--- src/rtl/game_pkg.sv ---
// Shared game definitions: game state encodings, the per-axis movement
// FSM states, and small elaboration-time helpers.
package game_pkg;

    // Game state encodings driven by the game controller.
    localparam logic [3:0] GS_RESET = 4'd0;
    localparam logic [3:0] GS_MENU  = 4'd1;
    localparam logic [3:0] GS_PLAY  = 4'd2;
    localparam logic [3:0] GS_OVER  = 4'd3;

    // Per-axis movement FSM.
    typedef enum logic [1:0] {
        AX_IDLE   = 2'd0,
        AX_HOLD   = 2'd1,
        AX_REPEAT = 2'd2
    } axis_state_t;

    // Counter width: wide enough for both the initial hold and the repeat
    // period, never zero.
    function automatic int cnt_width(input int first_cyc, input int repeat_cyc);
        int w;
        w = $clog2(first_cyc);
        if ($clog2(repeat_cyc) > w) w = $clog2(repeat_cyc);
        if (w < 1) w = 1;
        return w;
    endfunction

    // Periods shorter than one cycle are not meaningful.
    function automatic int min1(input int v);
        return (v < 1) ? 1 : v;
    endfunction

endpackage

--- src/rtl/axis_stepper.sv ---
// One movement axis: press/hold/auto-repeat FSM, step counter and a
// clamped position register. Instantiated once per axis.
module axis_stepper
    import game_pkg::*;
#(
    parameter int POS_W      = 7,
    parameter int MAX        = 79,
    parameter int INIT       = 40,
    parameter int FIRST_CYC  = 3333334,
    parameter int REPEAT_CYC = 1666667,
    parameter int DASH_SHIFT = 1
) (
    input  logic             clk,
    input  logic             rst_n,
    input  logic             i_enable,
    input  logic             i_respawn,
    input  logic             i_inc,
    input  logic             i_dec,
    input  logic             i_dash,
    output logic [POS_W-1:0] o_pos,
    output logic             o_moved,
    output axis_state_t      o_state
);

    localparam int CNT_W  = cnt_width(FIRST_CYC, REPEAT_CYC);
    localparam int P_NORM = min1(REPEAT_CYC);
    localparam int P_DASH = min1(REPEAT_CYC >> DASH_SHIFT);

    localparam logic [CNT_W-1:0] LIM_FIRST = CNT_W'(FIRST_CYC - 1);
    localparam logic [CNT_W-1:0] LIM_NORM  = CNT_W'(P_NORM - 1);
    localparam logic [CNT_W-1:0] LIM_DASH  = CNT_W'(P_DASH - 1);
    localparam logic [POS_W-1:0] POS_MAX   = POS_W'(MAX);
    localparam logic [POS_W-1:0] POS_INIT  = POS_W'(INIT);

    axis_state_t      r_state;
    logic [CNT_W-1:0] r_cnt;
    logic             r_dir;
    logic [POS_W-1:0] r_pos;
    logic             r_moved;

    axis_state_t      w_state_nx;
    logic [CNT_W-1:0] w_cnt_nx;
    logic             w_dir_nx;
    logic             w_step;
    logic             w_req;
    logic             w_can;
    logic [CNT_W-1:0] w_lim;

    // Exactly one button of the pair forms a request; i_inc selects direction.
    // The repeat limit follows dash live so a mid-period change acts at once.
    assign w_req = i_inc ^ i_dec;
    assign w_lim = i_dash ? LIM_DASH : LIM_NORM;
    assign w_can = i_inc ? (r_pos < POS_MAX) : (r_pos != '0);

    // Next-state, counter and step decision for the press/hold/repeat FSM.
    always_comb begin
        w_state_nx = r_state;
        w_cnt_nx   = r_cnt;
        w_dir_nx   = r_dir;
        w_step     = 1'b0;
        if (!i_enable || !w_req) begin
            w_state_nx = AX_IDLE;
            w_cnt_nx   = '0;
        end else if (r_state == AX_IDLE || i_inc != r_dir) begin
            // Fresh press or direction reversal: step now, restart the hold.
            w_step     = 1'b1;
            w_cnt_nx   = '0;
            w_state_nx = AX_HOLD;
            w_dir_nx   = i_inc;
        end else begin
            case (r_state)
                AX_HOLD: begin
                    if (r_cnt == LIM_FIRST) begin
                        w_step     = 1'b1;
                        w_cnt_nx   = '0;
                        w_state_nx = AX_REPEAT;
                    end else begin
                        w_cnt_nx = r_cnt + CNT_W'(1);
                    end
                end
                AX_REPEAT: begin
                    if (r_cnt >= w_lim) begin
                        w_step   = 1'b1;
                        w_cnt_nx = '0;
                    end else begin
                        w_cnt_nx = r_cnt + CNT_W'(1);
                    end
                end
                default: begin
                    w_state_nx = AX_IDLE;
                    w_cnt_nx   = '0;
                end
            endcase
        end
    end

    // State, counter and clamped position update; respawn overrides everything.
    always_ff @(posedge clk or negedge rst_n) begin
        if (!rst_n) begin
            r_state <= AX_IDLE;
            r_cnt   <= '0;
            r_dir   <= 1'b0;
            r_pos   <= POS_INIT;
            r_moved <= 1'b0;
        end else if (i_respawn) begin
            r_state <= AX_IDLE;
            r_cnt   <= '0;
            r_pos   <= POS_INIT;
            r_moved <= (r_pos != POS_INIT);
        end else begin
            r_state <= w_state_nx;
            r_cnt   <= w_cnt_nx;
            r_dir   <= w_dir_nx;
            r_moved <= w_step && w_can;
            if (w_step && w_can) begin
                r_pos <= i_inc ? (r_pos + POS_W'(1)) : (r_pos - POS_W'(1));
            end
        end
    end

    assign o_pos   = r_pos;
    assign o_moved = r_moved;
    assign o_state = r_state;

endmodule

--- src/rtl/player_mover.sv ---
// Player position controller: two independent axis steppers driven by the
// direction buttons, gated by the game state, with a respawn override.
module player_mover
    import game_pkg::*;
#(
    parameter int         POS_W      = 7,
    parameter int         X_MAX      = 79,
    parameter int         Y_MAX      = 59,
    parameter int         X_INIT     = 40,
    parameter int         Y_INIT     = 30,
    parameter int         FIRST_CYC  = 3333334,
    parameter int         REPEAT_CYC = 1666667,
    parameter int         DASH_SHIFT = 1,
    parameter logic [3:0] PLAY_STATE = GS_PLAY
) (
    input  logic             clk,
    input  logic             rst_n,
    input  logic [3:0]       state,
    input  logic             up,
    input  logic             down,
    input  logic             left,
    input  logic             right,
    input  logic             dash,
    input  logic             respawn,
    output logic [POS_W-1:0] pos_x,
    output logic [POS_W-1:0] pos_y,
    output logic             moved,
    output logic [3:0]       at_edge,
    output logic [1:0]       dbg_x_state,
    output logic [1:0]       dbg_y_state
);

    logic        w_enable;
    logic        w_x_moved;
    logic        w_y_moved;
    axis_state_t w_x_state;
    axis_state_t w_y_state;

    assign w_enable = (state == PLAY_STATE);

    axis_stepper #(
        .POS_W(POS_W), .MAX(X_MAX), .INIT(X_INIT),
        .FIRST_CYC(FIRST_CYC), .REPEAT_CYC(REPEAT_CYC), .DASH_SHIFT(DASH_SHIFT)
    ) u_x (
        .clk(clk), .rst_n(rst_n), .i_enable(w_enable), .i_respawn(respawn),
        .i_inc(right), .i_dec(left), .i_dash(dash),
        .o_pos(pos_x), .o_moved(w_x_moved), .o_state(w_x_state)
    );

    axis_stepper #(
        .POS_W(POS_W), .MAX(Y_MAX), .INIT(Y_INIT),
        .FIRST_CYC(FIRST_CYC), .REPEAT_CYC(REPEAT_CYC), .DASH_SHIFT(DASH_SHIFT)
    ) u_y (
        .clk(clk), .rst_n(rst_n), .i_enable(w_enable), .i_respawn(respawn),
        .i_inc(up), .i_dec(down), .i_dash(dash),
        .o_pos(pos_y), .o_moved(w_y_moved), .o_state(w_y_state)
    );

    // A diagonal step still gives a single moved pulse.
    assign moved       = w_x_moved | w_y_moved;
    assign at_edge     = {pos_x == '0, pos_x == POS_W'(X_MAX),
                          pos_y == '0, pos_y == POS_W'(Y_MAX)};
    assign dbg_x_state = w_x_state;
    assign dbg_y_state = w_y_state;

endmodule
--- config.mk ---
export PLATFORM = sky130hd
export DESIGN_NAME = player_mover
export DESIGN_NICKNAME = d
export VERILOG_FILES = /design/src/rtl/game_pkg.sv /design/src/rtl/axis_stepper.sv /design/src/rtl/player_mover.sv
export SDC_FILE = /design/constraint.sdc
export NUM_CORES = 1
export LEC_CHECK = 0
export CAP_MARGIN = 20
export CELL_PAD_IN_SITES_DETAIL_PLACEMENT = 1
export CELL_PAD_IN_SITES_GLOBAL_PLACEMENT = 1
export CORE_UTILIZATION = 45
export DETAILED_ROUTE_END_ITERATION = 10
export PLACE_DENSITY_LB_ADDON = 0.2
export SLEW_MARGIN = 30
export SYNTH_ARGS = -nofsm -noshare
export SYNTH_HDL_FRONTEND = slang
export SYNTH_HIERARCHICAL = 1
export SYNTH_SLANG_ARGS = --single-unit
export TNS_END_PERCENT = 30
--- constraint.sdc ---
create_clock -name clk -period 3.7 [get_ports clk]
set_clock_uncertainty 0.1 [all_clocks]
set_input_delay 0.74 -clock clk [delete_from_list [all_inputs] [get_ports clk]]
set_output_delay 0.74 -clock clk [all_outputs]
set_load 0.02 [all_outputs]
==> metrics, run 1 <==
routability cong. 0.813; Comb power frac 0.101; Clock transition at path regs 0.08 ns; final non-filler cell total 696; Post-CTS Setup Inserts 0; top post-synthesis cells by area dfrtp_1, ha_1, xnor2_1; Sequential Power Share 0.472; final hold vios 0; # IOs 35; grt total ovfl 0; EDFF count, synth 0; DRT Wirelength 12.3 mm; via density per instance 5.78; Die Ht 106 um; I/O Buffers 34; largest net degree at the start of global routing 48; Post-DP HPWL 9.13 mm; nature of the critical path startpoint primary input; Final Max Tran Viols 0; VDD IR max 202 uV; Primary FF master, synth dfrtp_1; slew of the pin with the lowest slew margin 0.771 ns; fraction of layout cells with a size suffix above 1 0.146; CTS HTree Levels 3; most common cell in the netlist dfrtp_1; initial antenna violation count 0; Synth cell types 69; Hold WC Path Type in -> async; Max Root-Sink Buffers 2; Critical Path Sink Type flip-flop; CTS buffer count 9; status complete, no violations; routed len/inst 17.7 um; Psw 0.000398 W; post-synth top area cell dfrtp_1; max frequency 300 MHz; area growth from synthesis to layout 15.7%; Synthesis Warnings 6; power per standard cell area 280 nW/um^2; Net Count, Synth 566; Routed Antenna Nets 0; MaxCap Viol Count 0; fin nets 615; Final setup viols 0; crit-path max FO 13; first-pass GRT wire length 21.3 mm; RSZ-0062 raised after global routing no; number of global-route vias before repair 4353; total track usage 0.239; Clock Power Share 0.427; Tmin final 3.34 ns; Fillers 1204; post-synthesis register bit count 66; top cells by count, synth dfrtp_1, nor2_1, ha_1; die area 11100 um^2; fin crit share 0.902; slew margin rel. 0.481; dpl cells 680; die width 106 um; Synth top area share 0.311; synthesized instance count 506; Cell Rows 37; Seq/Total Area, Yosys 0.344; Tot Pwr 0.00156 W; Int Power 0.00116 W; WS Path Type in -> reg; DR pass1 iterations 4; routed via count 4024; TNS Setup 0 ns; mapped cell area 4820 um^2; CTS tree yes; Worst-Skew Late Latency 0.35 ns; Critical Path AT 3.52 ns; switching share of power 0.255; Starting Density 0.465; clock sink count 66; Data required, critical path 3.88 ns; post_cts resized 0; core footprint 10400 um^2; # hold bufs at CTS 0; n_diodes 0; Mapped Avg Cell Area 9.53 um^2; async set-reset flop share out of synthesis 1.00; root buf cell clkbuf_8; # DRC 0; DR iter-0 viols 152; Leak Pwr 2.28 nW
[per-layer routing]
metal  wire length (um)  global-route usage  share of wire  vias up
li1                   -                   -              -     1922
met1               5570               0.300           0.45     2056
met2               6340               0.425           0.51       34
met3                254              0.0303          0.021       12
met4                143              0.0764          0.012        0
met5                  0                   0              0        -
[worst max-delay path: stages]
cell and delay [ns]:
clkdlybuf4s50_1 0.49, buf_4 0.23, inv_1 0.18, ha_1 0.34, nand4b_1 0.12, nor3_1 0.19, o311ai_0 0.23, and4_1 0.31
or4_1 0.52, a21oi_1 0.15
[power by group through the flow]
stage	clock (W)	combinational, W	sequential [W]
3_5_place_dp	0	0.000159	0.000752
2_1_floorplan	0	0.0000859	0.000753
6_report	0.000667	0.000158	0.000738
5_1_grt	0.000713	0.000175	0.000739
4_1_cts	0.000688	0.000160	0.000738
3_3_place_gp	0	0.000148	0.000751
[layout make-up]
cell class	count	area (um^2)	share of cell area
inverters	21	78.8	0.0141
flip-flops and latches	66	1660	0.297
clock buffers	14	173	0.0309
clock inverters	2	35.0	0.00628
repair buffers	47	435	0.0780
multi-input cells	410	3030	0.543
well taps	136	170	0.0305
[registers in the layout (all words and copies together), names as in the netlist]
register,count
u_x/o_moved,1
u_y/r_dir,1
u_y/o_pos,7
u_y/o_state,2
u_y/o_moved,1
u_y/r_cnt,22
u_x/r_dir,1
u_x/r_cnt,22
u_x/o_pos,7
u_x/o_state,2
[stage by stage]
step / hold slack, ns / setup slack [ns] / utilization / cell area, um^2
2_1_floorplan: 0.344 / 0.727 / - / 4820
3_3_place_gp: 0.410 / 0.101 / 0.518 / 5370
3_5_place_dp: 0.426 / 0.0163 / 0.518 / 5370
4_1_cts: 0.314 / 0.360 / 0.538 / 5580
5_1_grt: 0.326 / 0.158 / 0.538 / 5580
6_report: 0.295 / 0.363 / 0.538 / 5580
[cells by family (layout without fill, tap and decap cells)]
logic type	count (synthesis)	count (layout)	share of synthesized area
multiplexers	9	9	0.0226
AO/OA/AOI/OAI	78	78	0.118
flip-flops	66	66	0.344
XOR/XNOR	50	50	0.0908
AND/OR/NAND/NOR	225	225	0.269
adder cells (fa/ha/maj)	48	48	0.128
buffers and inverters	30	84	0.0283
[cell usage in the layout (no fill, tap or decap), types with 4 or more instances in the layout]
| cell type | n |
|---|---|
| dfrtp_1 | 60 |
| nor2_2 | 18 |
| xor2_1 | 25 |
| and3_1 | 8 |
| clkdlybuf4s50_1 | 33 |
| nand4b_1 | 4 |
| o21ai_0 | 14 |
| clkbuf_8 | 12 |
| a211oi_1 | 9 |
| nand4_1 | 15 |
| nand2_1 | 29 |
| nand3_1 | 22 |
| or4_1 | 5 |
| xnor2_1 | 25 |
| dfstp_2 | 6 |
| ha_1 | 46 |
| a21o_1 | 7 |
| and2_1 | 4 |
| inv_1 | 21 |
| nor3_1 | 18 |
| nor2b_1 | 10 |
| buf_4 | 14 |
| a21oi_1 | 16 |
| nor4_2 | 4 |
| nor4_1 | 4 |
| nor2_1 | 52 |
[final timing paths]
kind                                         start                    endpoint  slack, ns  depth (start not counted)
min in group clk             u_x/r_dir$_DFFE_PN0P_       u_x/r_dir$_DFFE_PN0P_       0.44                          1
max                                           dash    u_y/o_pos[6]$_DFFE_PN0P_       0.36                         10
max reg2reg                u_y/r_cnt[16]$_DFF_PN0_    u_y/o_pos[3]$_DFFE_PN1P_       0.76                          6
min                                          rst_n     u_y/r_cnt[16]$_DFF_PN0_       0.30                          1
min reg2reg                  u_x/r_dir$_DFFE_PN0P_       u_x/r_dir$_DFFE_PN0P_       0.44                          1
max in group asynchronous                    rst_n  u_x/o_state[0]$_DFFE_PN0P_       2.56                          2
No activity file was read; power rests on OpenSTA's default activity.
==> inputs of run 2 (changes only) <==
Settings changed: REMOVE_ABC_BUFFERS set to 1.
==> metrics, run 2 (synthesized netlist as in run 1, its figures left out) <==
status complete, no violations (unchanged); fraction of layout cells with a size suffix above 1 0.148 (was 0.146); CTS tree yes (unchanged); Tmin final 3.52 ns (was 3.34 ns); final hold vios 0 (unchanged); fin crit share 0.952 (was 0.902); Post-DP HPWL 8.80 mm (was 9.13 mm); Final setup viols 0 (unchanged); I/O Buffers 34 (unchanged); DR pass1 iterations 4 (unchanged); # IOs 35 (unchanged); core footprint 10400 um^2 (unchanged); Leak Pwr 2.27 nW (was 2.28 nW); die width 106 um (unchanged); worst setup margin 0.178 ns (was 0.363 ns); total track usage 0.235 (was 0.239); crit-path cells clkdlybuf4s50_1 > buf_4 > inv_1 > ha_1 > nand3_1 > nor3_1 > o311ai_0 > and4_1 > or4_1 > a21oi_1 (was clkdlybuf4s50_1 > buf_4 > inv_1 > ha_1 > nand4b_1 > nor3_1 > o311ai_0 > and4_1 > or4_1 > a21oi_1); area growth from synthesis to layout 15.3% (was 15.7%); initial antenna violation count 0 (unchanged); WS Path Type in -> reg (unchanged); FF-to-FF End u_y/o_pos[1]$_DFFE_PN1P_ (was u_y/o_pos[3]$_DFFE_PN1P_); Max Root-Sink Buffers 2 (unchanged); most common cell after layout, fill and taps aside dfrtp_1 (unchanged); top flop regs u_x/r_cnt: 22 flops, u_y/r_cnt: 22 flops (unchanged); Data required, critical path 3.87 ns (was 3.88 ns); fin area 5560 um^2 (was 5580 um^2); Post-CTS Setup Inserts 0 (unchanged); DR iter-0 viols 89 (was 152); Critical Path Max Stage Delay 0.57 ns (was 0.52 ns); max frequency 284 MHz (was 300 MHz); Place WS -0.0499 ns (was 0.0163 ns); # DRC 0 (unchanged); Cell Rows 37 (unchanged); first-pass GRT wire length 20.8 mm (was 21.3 mm); via density per instance 5.67 (was 5.78); Final Max Tran Viols 0 (unchanged); die area 11100 um^2 (unchanged); power per standard cell area 260 nW/um^2 (was 280 nW/um^2); Worst R2R Path Depth 6 (unchanged); Critical Path AT 3.69 ns (was 3.52 ns); routed via count 3960 (was 4024); Worst-Skew Late Latency 0.35 ns (about the same); slew margin rel. 0.505 (was 0.481); FF/Latch Area 1660 um^2 (unchanged); crit-path max FO 7 (was 13); Tot Pwr 0.00145 W (was 0.00156 W); largest net degree at the start of global routing 67 (was 48); post_cts resized 0 (unchanged); worst path buffer plus inverter count 3 (unchanged); fin nets 617 (was 615); most frequent cells in the layout dfrtp_1, nor2_1, ha_1, clkdlybuf4s50_1, nand2_1 (unchanged); CTS buffer count 9 (unchanged); area of the multi-input gates 3030 um^2 (unchanged); Crit path max-delay family simple AND/OR/NAND/NOR gates (unchanged); Post-Place Cell Area 5380 um^2 (was 5370 um^2); number of global-route vias before repair 4199 (was 4353); clock sink count 66 (unchanged); final non-filler cell total 698 (was 696); n_diodes 0 (unchanged); CTS HTree Levels 3 (unchanged); R2R Setup Slk 0.65 ns (was 0.76 ns); grt total ovfl 0 (unchanged); routability cong. 0.796 (was 0.813); # hold bufs at CTS 0 (unchanged); slew of the pin with the lowest slew margin 0.741 ns (was 0.771 ns); routed len/inst 17.3 um (was 17.7 um); Hold WC Path Type in -> async (unchanged); dpl cells 681 (was 680); MaxCap Viol Count 0 (unchanged); Routed Antenna Nets 0 (unchanged); VDD IR max 149 uV (was 202 uV); DRT Wirelength 12.0 mm (was 12.3 mm); RSZ-0062 raised after global routing no (unchanged); nature of the critical path startpoint primary input (unchanged); Finished Core Util 0.536 (was 0.538); slowest CP cell clkdlybuf4s50_1 (was or4_1); Clock transition at path regs 0.08 ns (about the same); root buf cell clkbuf_8 (unchanged); Critical Path Sink Type flip-flop (unchanged); Starting Density 0.465 (unchanged); RR Startpoint u_y/r_cnt[16]$_DFF_PN0_ (unchanged); Die Ht 106 um (unchanged); Fillers 1199 (was 1204)
## run 2: report_power, final
group | internal, W | leakage, nW | switching (W)
combinational | 0.0000714 | 1.29 | 0.0000883
sequential | 0.000729 | 0.894 | 0.00000892
clock | 0.000261 | 0.0834 | 0.000289
total | 0.00106 | 2.27 | 0.000386
## run 2: worst reg2reg max path: stages, from the launching register on
cell and delay [ns]:
dfrtp_1 0.44, or4b_4 0.57, nor4_4 0.32, a31oi_1 0.23, a2111oi_0 0.63, nand2_1 0.33
a211o_1 0.36
## run 2: per-layer routing
layer  vias up  part of all wire  track usage
met5         -                 0            0
met4         0             0.012       0.0734
met3        17             0.022       0.0365
met2        46              0.50        0.407
met1      1967              0.47        0.302
li1       1930                 -            -
## run 2: area by class of cell
class / instances / area share
multi-input cells: 410 / 0.544
flip-flops and latches: 66 / 0.298
repair buffers: 49 / 0.0828
well taps: 136 / 0.0306
clock buffers: 13 / 0.0268
inverters: 21 / 0.0142
clock inverters: 3 / 0.00315
## run 2: per-stage QoR
stage	hold slack, ns	setup TNS (ns)
2_1_floorplan	0.344	0
5_1_grt	0.318	0
3_5_place_dp	0.431	-0.0942
4_1_cts	0.448	0
6_report	0.290	0
3_3_place_gp	0.410	0
## run 2: worst max-delay path by stage
stage	slack (ns)	end	cells past startpoint	from
floorplan	0.53	u_x/r_cnt[21]$_DFF_PN0_	8	dash
global placement	0.09	u_y/o_pos[6]$_DFFE_PN0P_	10	dash
detailed placement	-0.05	u_x/o_pos[3]$_DFFE_PN1P_	10	dash
CTS	0.26	u_y/o_pos[6]$_DFFE_PN0P_	10	dash
global route	0.03	u_y/o_pos[6]$_DFFE_PN0P_	10	dash
finish	0.18	u_y/o_pos[6]$_DFFE_PN0P_	10	dash
